[src/rtl/mem_pkg.sv]
// Shared types and address helpers for the multi-port register memory (mem_nr2w).
// Helpers take the address zero-extended to 64 bits so that any ADDR_W up to 64 can share them.
package mem_pkg;

    localparam int BYTE_W = 8;

    typedef enum logic {
        CLEAR = 1'b0,
        READY = 1'b1
    } state_t;

    function automatic int nbytes(input int width);
        return width / BYTE_W;
    endfunction

    function automatic int idx_w(input int depth);
        return $clog2(depth);
    endfunction

    // The word index is taken from the address bits above the byte offset.
    function automatic logic [63:0] word_idx(input logic [63:0] addr, input int iw);
        return (addr >> 2) & ((64'd1 << iw) - 64'd1);
    endfunction

    function automatic logic in_range(input logic [63:0] addr, input int depth);
        return (addr >> 2) < 64'(unsigned'(depth));
    endfunction

endpackage

[src/rtl/mem_clear_seq.sv]
// After reset, this sequencer zeroes the memory one word per cycle.
// It holds busy high until every word has been cleared.
module mem_clear_seq
    import mem_pkg::*;
#(
    parameter int DEPTH = 16
) (
    input  logic                     clk,
    input  logic                     rst,
    output logic                     busy,
    output logic                     clr_we,
    output logic [idx_w(DEPTH)-1:0]  clr_idx
);

    localparam int IDX_W = idx_w(DEPTH);

    state_t           r_state;
    logic [IDX_W-1:0] r_cnt;
    logic             r_busy;

    always_ff @(posedge clk) begin
        if (rst) begin
            r_state <= CLEAR;
            r_cnt   <= '0;
            r_busy  <= 1'b1;
        end else begin
            case (r_state)
                CLEAR: begin
                    r_cnt <= r_cnt + 1'b1;
                    if (r_cnt == IDX_W'(DEPTH - 1)) begin
                        r_state <= READY;
                        r_busy  <= 1'b0;
                    end
                end
                READY: ;
                default: r_state <= CLEAR;
            endcase
        end
    end

    assign busy    = r_busy;
    assign clr_we  = r_busy;
    assign clr_idx = r_cnt;

endmodule

[src/rtl/mem_nr2w.sv]
// Register memory with NRD registered read ports and two byte-enabled write ports; port 1 wins per byte.
// Define MEM_BYPASS_EN for write-first reads. Without it, a read in the same cycle as a write to that word sees the old word.
module mem_nr2w
    import mem_pkg::*;
#(
    parameter int WIDTH  = 32,
    parameter int DEPTH  = 16,
    parameter int NRD    = 2,
    parameter int ADDR_W = 32
) (
    input  logic                    clk,
    input  logic                    rst,
    input  logic [NRD*ADDR_W-1:0]   rd_addr,
    output logic [NRD*WIDTH-1:0]    rd_dout,
    input  logic [ADDR_W-1:0]       wr_addr0,
    input  logic [ADDR_W-1:0]       wr_addr1,
    input  logic [WIDTH-1:0]        wr_din0,
    input  logic [WIDTH-1:0]        wr_din1,
    input  logic                    we0,
    input  logic                    we1,
    input  logic [WIDTH/8-1:0]      wr_be0,
    input  logic [WIDTH/8-1:0]      wr_be1,
    output logic                    busy,
    output logic                    addr_err
);

    localparam int NBYTES = nbytes(WIDTH);
    localparam int IDX_W  = idx_w(DEPTH);

    logic [WIDTH-1:0]     r_mem [DEPTH];
    logic [NRD*WIDTH-1:0] r_rd_dout;
    logic                 r_addr_err;

    logic                 w_busy;
    logic                 w_clr_we;
    logic [IDX_W-1:0]     w_clr_idx;
    logic [IDX_W-1:0]     w_idx0, w_idx1;
    logic                 w_wr0, w_wr1;
    logic [WIDTH-1:0]     w_new0, w_new1;
    logic [IDX_W-1:0]     w_rd_idx [NRD];
    logic [WIDTH-1:0]     w_rd_val [NRD];
    logic                 w_err;

    mem_clear_seq #(.DEPTH(DEPTH)) u_clear_seq (
        .clk     (clk),
        .rst     (rst),
        .busy    (w_busy),
        .clr_we  (w_clr_we),
        .clr_idx (w_clr_idx)
    );

    // Each write port produces the fully merged word it would store, so same-word writes agree.
    always_comb begin
        // NOTE: every combinational output gets a default first so no path can infer a latch.
        w_idx0 = IDX_W'(word_idx(64'(wr_addr0), IDX_W));
        w_idx1 = IDX_W'(word_idx(64'(wr_addr1), IDX_W));
        w_wr0  = ~rst & ~w_busy & we0 & in_range(64'(wr_addr0), DEPTH);
        w_wr1  = ~rst & ~w_busy & we1 & in_range(64'(wr_addr1), DEPTH);
        w_new0 = r_mem[w_idx0];
        w_new1 = r_mem[w_idx1];
        for (int b = 0; b < NBYTES; b++) begin
            if (w_wr0 && wr_be0[b]) begin
                w_new0[b*BYTE_W +: BYTE_W] = wr_din0[b*BYTE_W +: BYTE_W];
                if (w_idx1 == w_idx0) w_new1[b*BYTE_W +: BYTE_W] = wr_din0[b*BYTE_W +: BYTE_W];
            end
            if (w_wr1 && wr_be1[b]) begin
                w_new1[b*BYTE_W +: BYTE_W] = wr_din1[b*BYTE_W +: BYTE_W];
                if (w_idx0 == w_idx1) w_new0[b*BYTE_W +: BYTE_W] = wr_din1[b*BYTE_W +: BYTE_W];
            end
        end
    end

    always_comb begin
        w_err = (we0 & ~w_busy & ((wr_addr0[1:0] != 2'b00) | ~in_range(64'(wr_addr0), DEPTH)))
              | (we1 & ~w_busy & ((wr_addr1[1:0] != 2'b00) | ~in_range(64'(wr_addr1), DEPTH)));
        for (int k = 0; k < NRD; k++) begin
            w_rd_idx[k] = IDX_W'(word_idx(64'(rd_addr[k*ADDR_W +: ADDR_W]), IDX_W));
            w_rd_val[k] = r_mem[w_rd_idx[k]];
`ifdef MEM_BYPASS_EN
            if (w_wr1 && w_idx1 == w_rd_idx[k])      w_rd_val[k] = w_new1;
            else if (w_wr0 && w_idx0 == w_rd_idx[k]) w_rd_val[k] = w_new0;
`endif
            if (!in_range(64'(rd_addr[k*ADDR_W +: ADDR_W]), DEPTH)) w_rd_val[k] = '0;
            if (rd_addr[k*ADDR_W +: 2] != 2'b00 || !in_range(64'(rd_addr[k*ADDR_W +: ADDR_W]), DEPTH))
                w_err = 1'b1;
        end
    end

    // NOTE: the array itself has no reset; the clear sequencer zeroes it word by word instead.
    always_ff @(posedge clk) begin
        if (w_clr_we) begin
            r_mem[w_clr_idx] <= '0;
        end else begin
            if (w_wr0) r_mem[w_idx0] <= w_new0;
            if (w_wr1) r_mem[w_idx1] <= w_new1;
        end
    end

    always_ff @(posedge clk) begin
        if (rst) begin
            r_rd_dout  <= '0;
            r_addr_err <= 1'b0;
        end else begin
            r_addr_err <= w_err;
            for (int k = 0; k < NRD; k++)
                r_rd_dout[k*WIDTH +: WIDTH] <= w_busy ? '0 : w_rd_val[k];
        end
    end

    assign rd_dout  = r_rd_dout;
    assign addr_err = r_addr_err;
    assign busy     = w_busy;

endmodule
[config.mk]
export PLATFORM = sky130hd
export DESIGN_NAME = mem_nr2w
export DESIGN_NICKNAME = d
export VERILOG_FILES = /design/src/rtl/mem_pkg.sv /design/src/rtl/mem_clear_seq.sv /design/src/rtl/mem_nr2w.sv
export SDC_FILE = /design/constraint.sdc
export NUM_CORES = 1
export LEC_CHECK = 0
export BUFFER_PORTS_ARGS = -buffer_cell sky130_fd_sc_hd__clkbuf_2
export CORE_MARGIN = 4
export CORE_UTILIZATION = 58
export CTS_CLUSTER_SIZE = 25
export DETAILED_ROUTE_END_ITERATION = 8
export PLACE_DENSITY = 0.85
export SYNTH_ARGS = -nofsm -noshare
export SYNTH_HDL_FRONTEND = slang
export SYNTH_SLANG_ARGS = --single-unit
[constraint.sdc]
create_clock -name clk -period 2.8 [get_ports clk]
set_clock_uncertainty 0.15 [all_clocks]
set_input_delay 0 -clock clk [delete_from_list [all_inputs] [get_ports clk]]
set_output_delay 0 -clock clk [all_outputs]
set_load 0.05 [all_outputs]
==> results.yml, run 1 <==
synthesis:
  synth_seq_cells: 583
  syn-num-nets: 2992
  synth.top_cell.area_share: 0.401
  synth.area.top_cells: "edfxtp_1 40%, mux2i_1 19%, mux4_2 15%, mux2_2 3.8%, dfxtp_1 3.7%"
  syn_area_per_cell_sq_um: 13.7
  syn_inst: 2787
  ys_seq_area_frac: 0.438
  yosysWarnings: 0
  ys_types: 51
  syn_area_sq_um: 38300
  synth_top_area_cell: "edfxtp_1"
floorplan:
  die_area_sq_um: 70200
  die_w_um: 265
  num_rows: 93
  core_sq_um: 64900
  num_io_pins: 270
  die_h_um: 265
  initial_core_util: 0.590
timing:
  slew_headroom: 0.493
  hold_viol_final: 0
  min_period_ns: 2.72
  clock.fmax_mhz: 367
  setup_viol: 0
  worst_pin_slew_ns: 0.755
  fin_crit_sh: 0.972
  final_max_slew_viol_count: 0
  rsz0062_at_grt: "no"
critical_path:
  arrival_ns: 2.86
  crit_path_start: "u_clear_seq.busy$_SDFFE_PP1P_"
  startpoint_type: "flip-flop"
  cp.required_ns: 2.94
  r2r_cells: 7
  path_max_fanout: 10
  reg2reg_from: "u_clear_seq.busy$_SDFFE_PP1P_"
  critical_path_class: "flip-flop to flip-flop"
  cp-end-kind: "flip-flop"
cells_and_area:
  fin_cells: 4112
  syn_to_final_growth_pct: 17.5
  postLayoutCoreUtil: 0.694
  final_common_cell: "mux2i_1"
  layout_common_cells: "737 x mux2i_1, 512 x edfxtp_1, 261 x clkbuf_2"
  stdcell_area_sq_um: 45000
  layout.nets: 3411
  drive_above_1_share: 0.357
  fill_cells: 4311
power_and_ir_drop:
  vdd_ir_drop_max_mv: 0.497
  powerDensity_nw_per_um2: 450
  power.leakage_nw: 21.0
detailed_routing:
  viasPerCell: 7.37
  vias: 30323
  totalWireLength_mm: 133
  ant_nets: 0
  drc: 0
  dr.pass1.iters: 7
  drt_iter0_drc: 4704
  wl_per_cell_um: 32.3
placed_design:
  dp_hpwl_mm: 87.0
  dpl_cell_area_sq_um: 42300
  gp_congestion: 0.959
  numPortBuffers: 269
  place_inst: 3926
hold_path:
  worstHoldPathType: "input port to flip-flop"
  hold_depth: 6
  hold_start: "rd_addr[39]"
cts:
  post-cts-setup-buffers: 0
  path_clk_slew_ns: 0.07
  cts_sinks: 583
  cts_tree: "yes"
  h-tree-depth: 2
  root_buffer: "clkbuf_16"
  cts_buffers: 60
  worstSkewPairLatency_ns: 0.64
  cts_max_path_buffers: 3
global_route:
  grtUsageTotal: 0.367
  grt_util_met2: 0.573
  met3_usage: 0.118
  grt_first_pass_wirelength_mm: 194
  grtUsageMet1: 0.454
  first_global_vias: 31037
  antenna_found_initial: 4
  grt_overflow: 0
  top_usage_layer: "met2"
  grt_max_degree: 80
flow_run:
  cap_violations: 0
outcome:
  outcome: "complete, no violations"
routing by layer:
metal	share of wire	vias to the layer above
li1	-	12121
met1	0.33	14545
met2	0.45	2881
met3	0.15	770
met4	0.072	6
met5	0.00032	-
flip-flops by register name, summed over array words and instances, names as in the netlist:
| register | cells |
|---|---|
| addr_err | 1 |
| u_clear_seq.r_state | 1 |
| u_clear_seq.busy | 1 |
| r_mem | 512 |
| u_clear_seq.clr_idx | 4 |
| rd_dout | 64 |
where the power goes:
part	total (mW)	leakage, nW	switching [mW]	internal [mW]
sequential	9.63	6.09	0.116	9.51
combinational	2.49	13.9	1.38	1.12
clock	8.13	0.929	3.56	4.58
total	20.3	21.0	5.05	15.2
critical path, cell delays in order, from the launching register on:
cell and delay [ns]:
dfxtp_1 0.32, buf_4 0.19, nor2_4 0.26, nand3b_1 0.36, nor4_4 0.35, buf_4 0.20
nand2_4 0.17, nand2_2 0.38
through the flow:
stage	hold slack, ns	setup slack (ns)	total power [mW]	TNS, ns
finish	0.0716	0.0782	20.3	0
global route	0.0365	0.0352	20.7	0
CTS	0.0107	0.126	20.1	0
detailed placement	0.252	0.0626	12.1	0
global placement	0.244	0.0553	12.1	0
floorplan	0.0410	-0.00715	11.2	-0.343
Yosys cell counts (all sizes together):
library cell and number:
a21oi 1, o22ai 103, or4 8, dfxtp 71
mux4 256, xor2 1, nand3 12, clkbuf 122
a31oi 1, or3b 1, nand3b 5, nor3 66
edfxtp 512, o41ai 5, xnor2 6, mux2 128
nor2b 74, nor3b 3, and3 2, a211o 1
nor4 38, nand2b 5, inv 6, and2 2
a211oi 128, nand4b 25, or2 2, clkinv 4
o21ai 58, nand2 117, buf 150, mux2i 737
ha 1, nand4 29, a41oi 16, nor2 90
or3 1
final cells by class:
class / instances / area (sq um) / share of cell area
antenna: 1 / 2.50 / 0.0000556
clock buffer: 80 / 1650 / 0.0366
clock inverter: 32 / 297 / 0.00658
inverter: 10 / 37.5 / 0.000834
multi-input combinational: 1922 / 20200 / 0.449
sequential: 583 / 16800 / 0.373
tap: 855 / 1070 / 0.0238
timing repair buffer: 629 / 4970 / 0.110
worst paths after layout:
path	end	slack, ns
min	rd_dout[55]$_SDFF_PP0_	0.07
min reg2reg	u_clear_seq.r_state$_SDFF_PP0_	0.40
max reg2reg	r_mem[2][8]$_DFFE_PP_	0.08
max	r_mem[2][8]$_DFFE_PP_	0.08
cells by family after synthesis:
logic type,synth area share
simple gates,0.0849
fa+ha+maj,0.000326
compound gates,0.0568
xor+xnor,0.00160
buf+inv,0.0375
mux,0.381
flops,0.438
what timing repair did:
action,in CTS,in global routing
hold buffers,73,0
endpoints found under the hold margin,529,0
resized for setup,0,1
endpoints found under the setup margin,0,8
Power figures use the tool's default switching activity.
==> inputs of run 2 (changes only) <==
Settings changed: CAP_MARGIN set to 20, SYNTH_HIERARCHICAL set to 1.
==> results.yml, run 2 <==
critical_path:
  cp_slowest_stage_delay_ns: 0.35
  cp.required_ns: 2.97
  arrival_ns: 2.93
  timing.critical_path.cells: "nor2_4, nand2_2, nor4_4, buf_4, buf_4, and2_2, a22oi_1, o21ai_1, buf_12"
  cp_top_family: "simple AND/OR/NAND/NOR gates"
  cpMostUsedCell: "buf_4"
  slowest_stage: "o21ai_1"
  regToRegSetupSlack_ns: 0.04
  startpoint_type: "flip-flop"
  critical_path_class: "flip-flop to flip-flop"
  path_max_fanout: 10
  cp-end-kind: "flip-flop"
  cp_num_buf_inv: 3
synthesis:
  synth_xor_area_frac: 0.00165
  synth_top_area_cell: "edfxtp_1"
  syn_area_sq_um: 37100
  syn_area_per_cell_sq_um: 15.1
  synth_top_family_by_area: "multiplexers"
  synth_seq_cells: 583
  yosysMostFrequentCell: "mux2i_1"
  syn_inst: 2454
  synthAdderAreaFrac: 0.000337
  syn-num-nets: 2659
  yosys_most_used_dff: "edfxtp_1"
  ys_seq_area_frac: 0.453
  synthMuxAreaShare: 0.398
  ys_types: 46
  synth_common_cells: "609 x mux2i_1, 512 x edfxtp_1, 384 x mux4_2, 148 x clkbuf_1, 128 x a211oi_1"
  synthArstFlopShare: 0
  synth_compound_area_frac: 0.0603
  synth_edf_count: 512
  synth.top_cell.area_share: 0.415
  synth.area.top_cells: "edfxtp_1 41%, mux4_2 23%, mux2i_1 16%, dfxtp_1 3.8%, a211oi_1 2.6%"
  yosysWarnings: 6
  synthSimpleGateAreaFrac: 0.0590
hold_path:
  worstHoldPathType: "input port to flip-flop"
cts:
  cts_max_path_buffers: 3
  root_buffer: "clkbuf_16"
  cts_tree: "yes"
  h-tree-depth: 3
  cts_sinks: 583
  cts_buffers: 66
  worstSkewPairLatency_ns: 0.61
  path_clk_slew_ns: 0.07
floorplan:
  initial_core_util: 0.587
  num_io_pins: 270
  die_w_um: 261
  die_h_um: 261
  die_area_sq_um: 68000
  core_sq_um: 63200
  num_rows: 92
cells_and_area:
  postLayoutCoreUtil: 0.712
  stdcell_area_sq_um: 45000
  drive_above_1_share: 0.387
  final_common_cell: "mux2i_1"
  largest_reg_flops: 512
  fin_cells: 3836
  layout.nets: 3135
  largest_register: "r_mem"
  syn_to_final_growth_pct: 21.4
  layout_common_cells: "609 x mux2i_1, 512 x edfxtp_1, 384 x mux4_2"
  fill_cells: 3930
global_route:
  grt_max_degree: 69
  grt_first_pass_wirelength_mm: 184
  grt_overflow: 0
  grt_util_met2: 0.589
  grtUsageMet1: 0.453
  met3_usage: 0.0980
  grtUsageTotal: 0.368
  top_usage_layer: "met2"
  first_global_vias: 29367
  antenna_found_initial: 8
timing:
  rsz0062_at_grt: "yes"
  clock.fmax_mhz: 362
  slew_headroom: 0.364
  worst_pin_slew_ns: 0.954
  min_period_ns: 2.76
  fin_crit_sh: 0.987
  setup_ws_ns: 0.0359
  hold_viol_final: 0
  final_max_slew_viol_count: 0
  hold_ws_ns: 0.139
  setup_viol: 0
placed_design:
  place_inst: 3626
  gp_congestion: 0.952
  dp_hpwl_mm: 83.5
  numPortBuffers: 269
  dpl_cell_area_sq_um: 41900
  place_ws_ns: -0.398
detailed_routing:
  dr.pass1.iters: 8
  wl_per_cell_um: 33.0
  totalWireLength_mm: 127
  drt_iter0_drc: 4695
  drc: 0
  viasPerCell: 7.40
  vias: 28379
  ant_nets: 0
flow_run:
  cap_violations: 0
power_and_ir_drop:
  power.leakage_nw: 15.6
  vdd_ir_drop_max_mv: 0.454
  powerDensity_nw_per_um2: 471
outcome:
  outcome: "complete, no violations"
[run 2: changes by cell type after synthesis, moves of 26 or more]
| cell | before | now |
|---|---|---|
| mux4_2 | 256 | 384 |
| clkbuf_1 | 122 | 148 |
| a21o_1 | 0 | 34 |
| mux2i_1 | 737 | 609 |
| nand2_4 | 40 | 0 |
| nor3_1 | 62 | 3 |
| a21oi_1 | 1 | 40 |
| buf_4 | 27 | 1 |
| o22ai_1 | 103 | 0 |
| a22oi_1 | 0 | 68 |
| nor2_1 | 89 | 23 |
| mux2_2 | 128 | 0 |
[run 2: layout make-up]
cell class                 count  area, sq um  share of cell area
timing repair buffer         645         5490               0.122
tap                          846         1060              0.0235
antenna                        7         17.5            0.000389
sequential                   583        16800               0.373
multi-input combinational   1634        19400               0.431
clock inverter                24          269             0.00598
clock buffer                  97         1980              0.0439
[run 2: final timing paths]
path | cells after the start | endpoint | startpoint
worst min-delay path | 5 | r_mem[13][31]$_DFFE_PP_ | wr_be1[3]
worst min register to register | 2 | u_clear_seq/r_state$_SDFF_PP0_ | u_clear_seq/r_state$_SDFF_PP0_
worst max register to register | 9 | r_mem[10][3]$_DFFE_PP_ | u_clear_seq/busy$_SDFFE_PP1P_
worst max-delay path | 9 | r_mem[10][3]$_DFFE_PP_ | u_clear_seq/busy$_SDFFE_PP1P_
[run 2: through the flow]
step | total power [mW] | setup TNS (ns)
after global routing | 21.7 | -0.797
after CTS | 21.1 | 0
after floorplan | 11.2 | 0
after global placement | 12.1 | -54.41
final | 21.2 | 0
after detailed placement | 12.1 | -82.47
[run 2: where the power goes]
part | total (mW) | leakage (nW) | switching, mW | internal, mW
logic | 2.48 | 9.05 | 1.32 | 1.16
registers | 9.67 | 5.47 | 0.142 | 9.53
clock network | 9.04 | 1.08 | 3.66 | 5.38
[run 2: cells by family (layout without fill, tap and decap cells)]
| group | after synthesis | after routing |
|---|---|---|
| buffers and inverters | 237 | 766 |
| xor gates and xnor gates | 7 | 7 |
| muxes | 993 | 993 |
| DFF | 583 | 583 |
| other | 0 | 7 |
| AOI/OAI and AO/OA | 320 | 320 |
| and+or+nand+nor | 313 | 313 |
| adders and majority gates | 1 | 1 |
[run 2: metal layers]
layer	up-vias	wire (um)
li1	11164	-
met1	13939	40500
met4	2	8570
met5	-	14
met2	2704	59900
met3	570	17700
[run 2: what timing repair did]
item                                    in CTS  in global routing
hold buffers                                80                  0
gates resized for setup                      3                 11
endpoints found under the setup margin      64                216
gates cloned                                 0                  1
hold endpoints to repair                   571                  0
setup buffers                                0                  2
pin swaps                                    0                  1
[run 2: worst reg2reg max path: cells and delay by family, from the launching register on]
kind,cells,cell delay (ns)
buffers and inverters,3,0.51
AND/OR/NAND/NOR,4,0.82
AO/OA/AOI/OAI,2,0.66
flip-flops,1,0.34
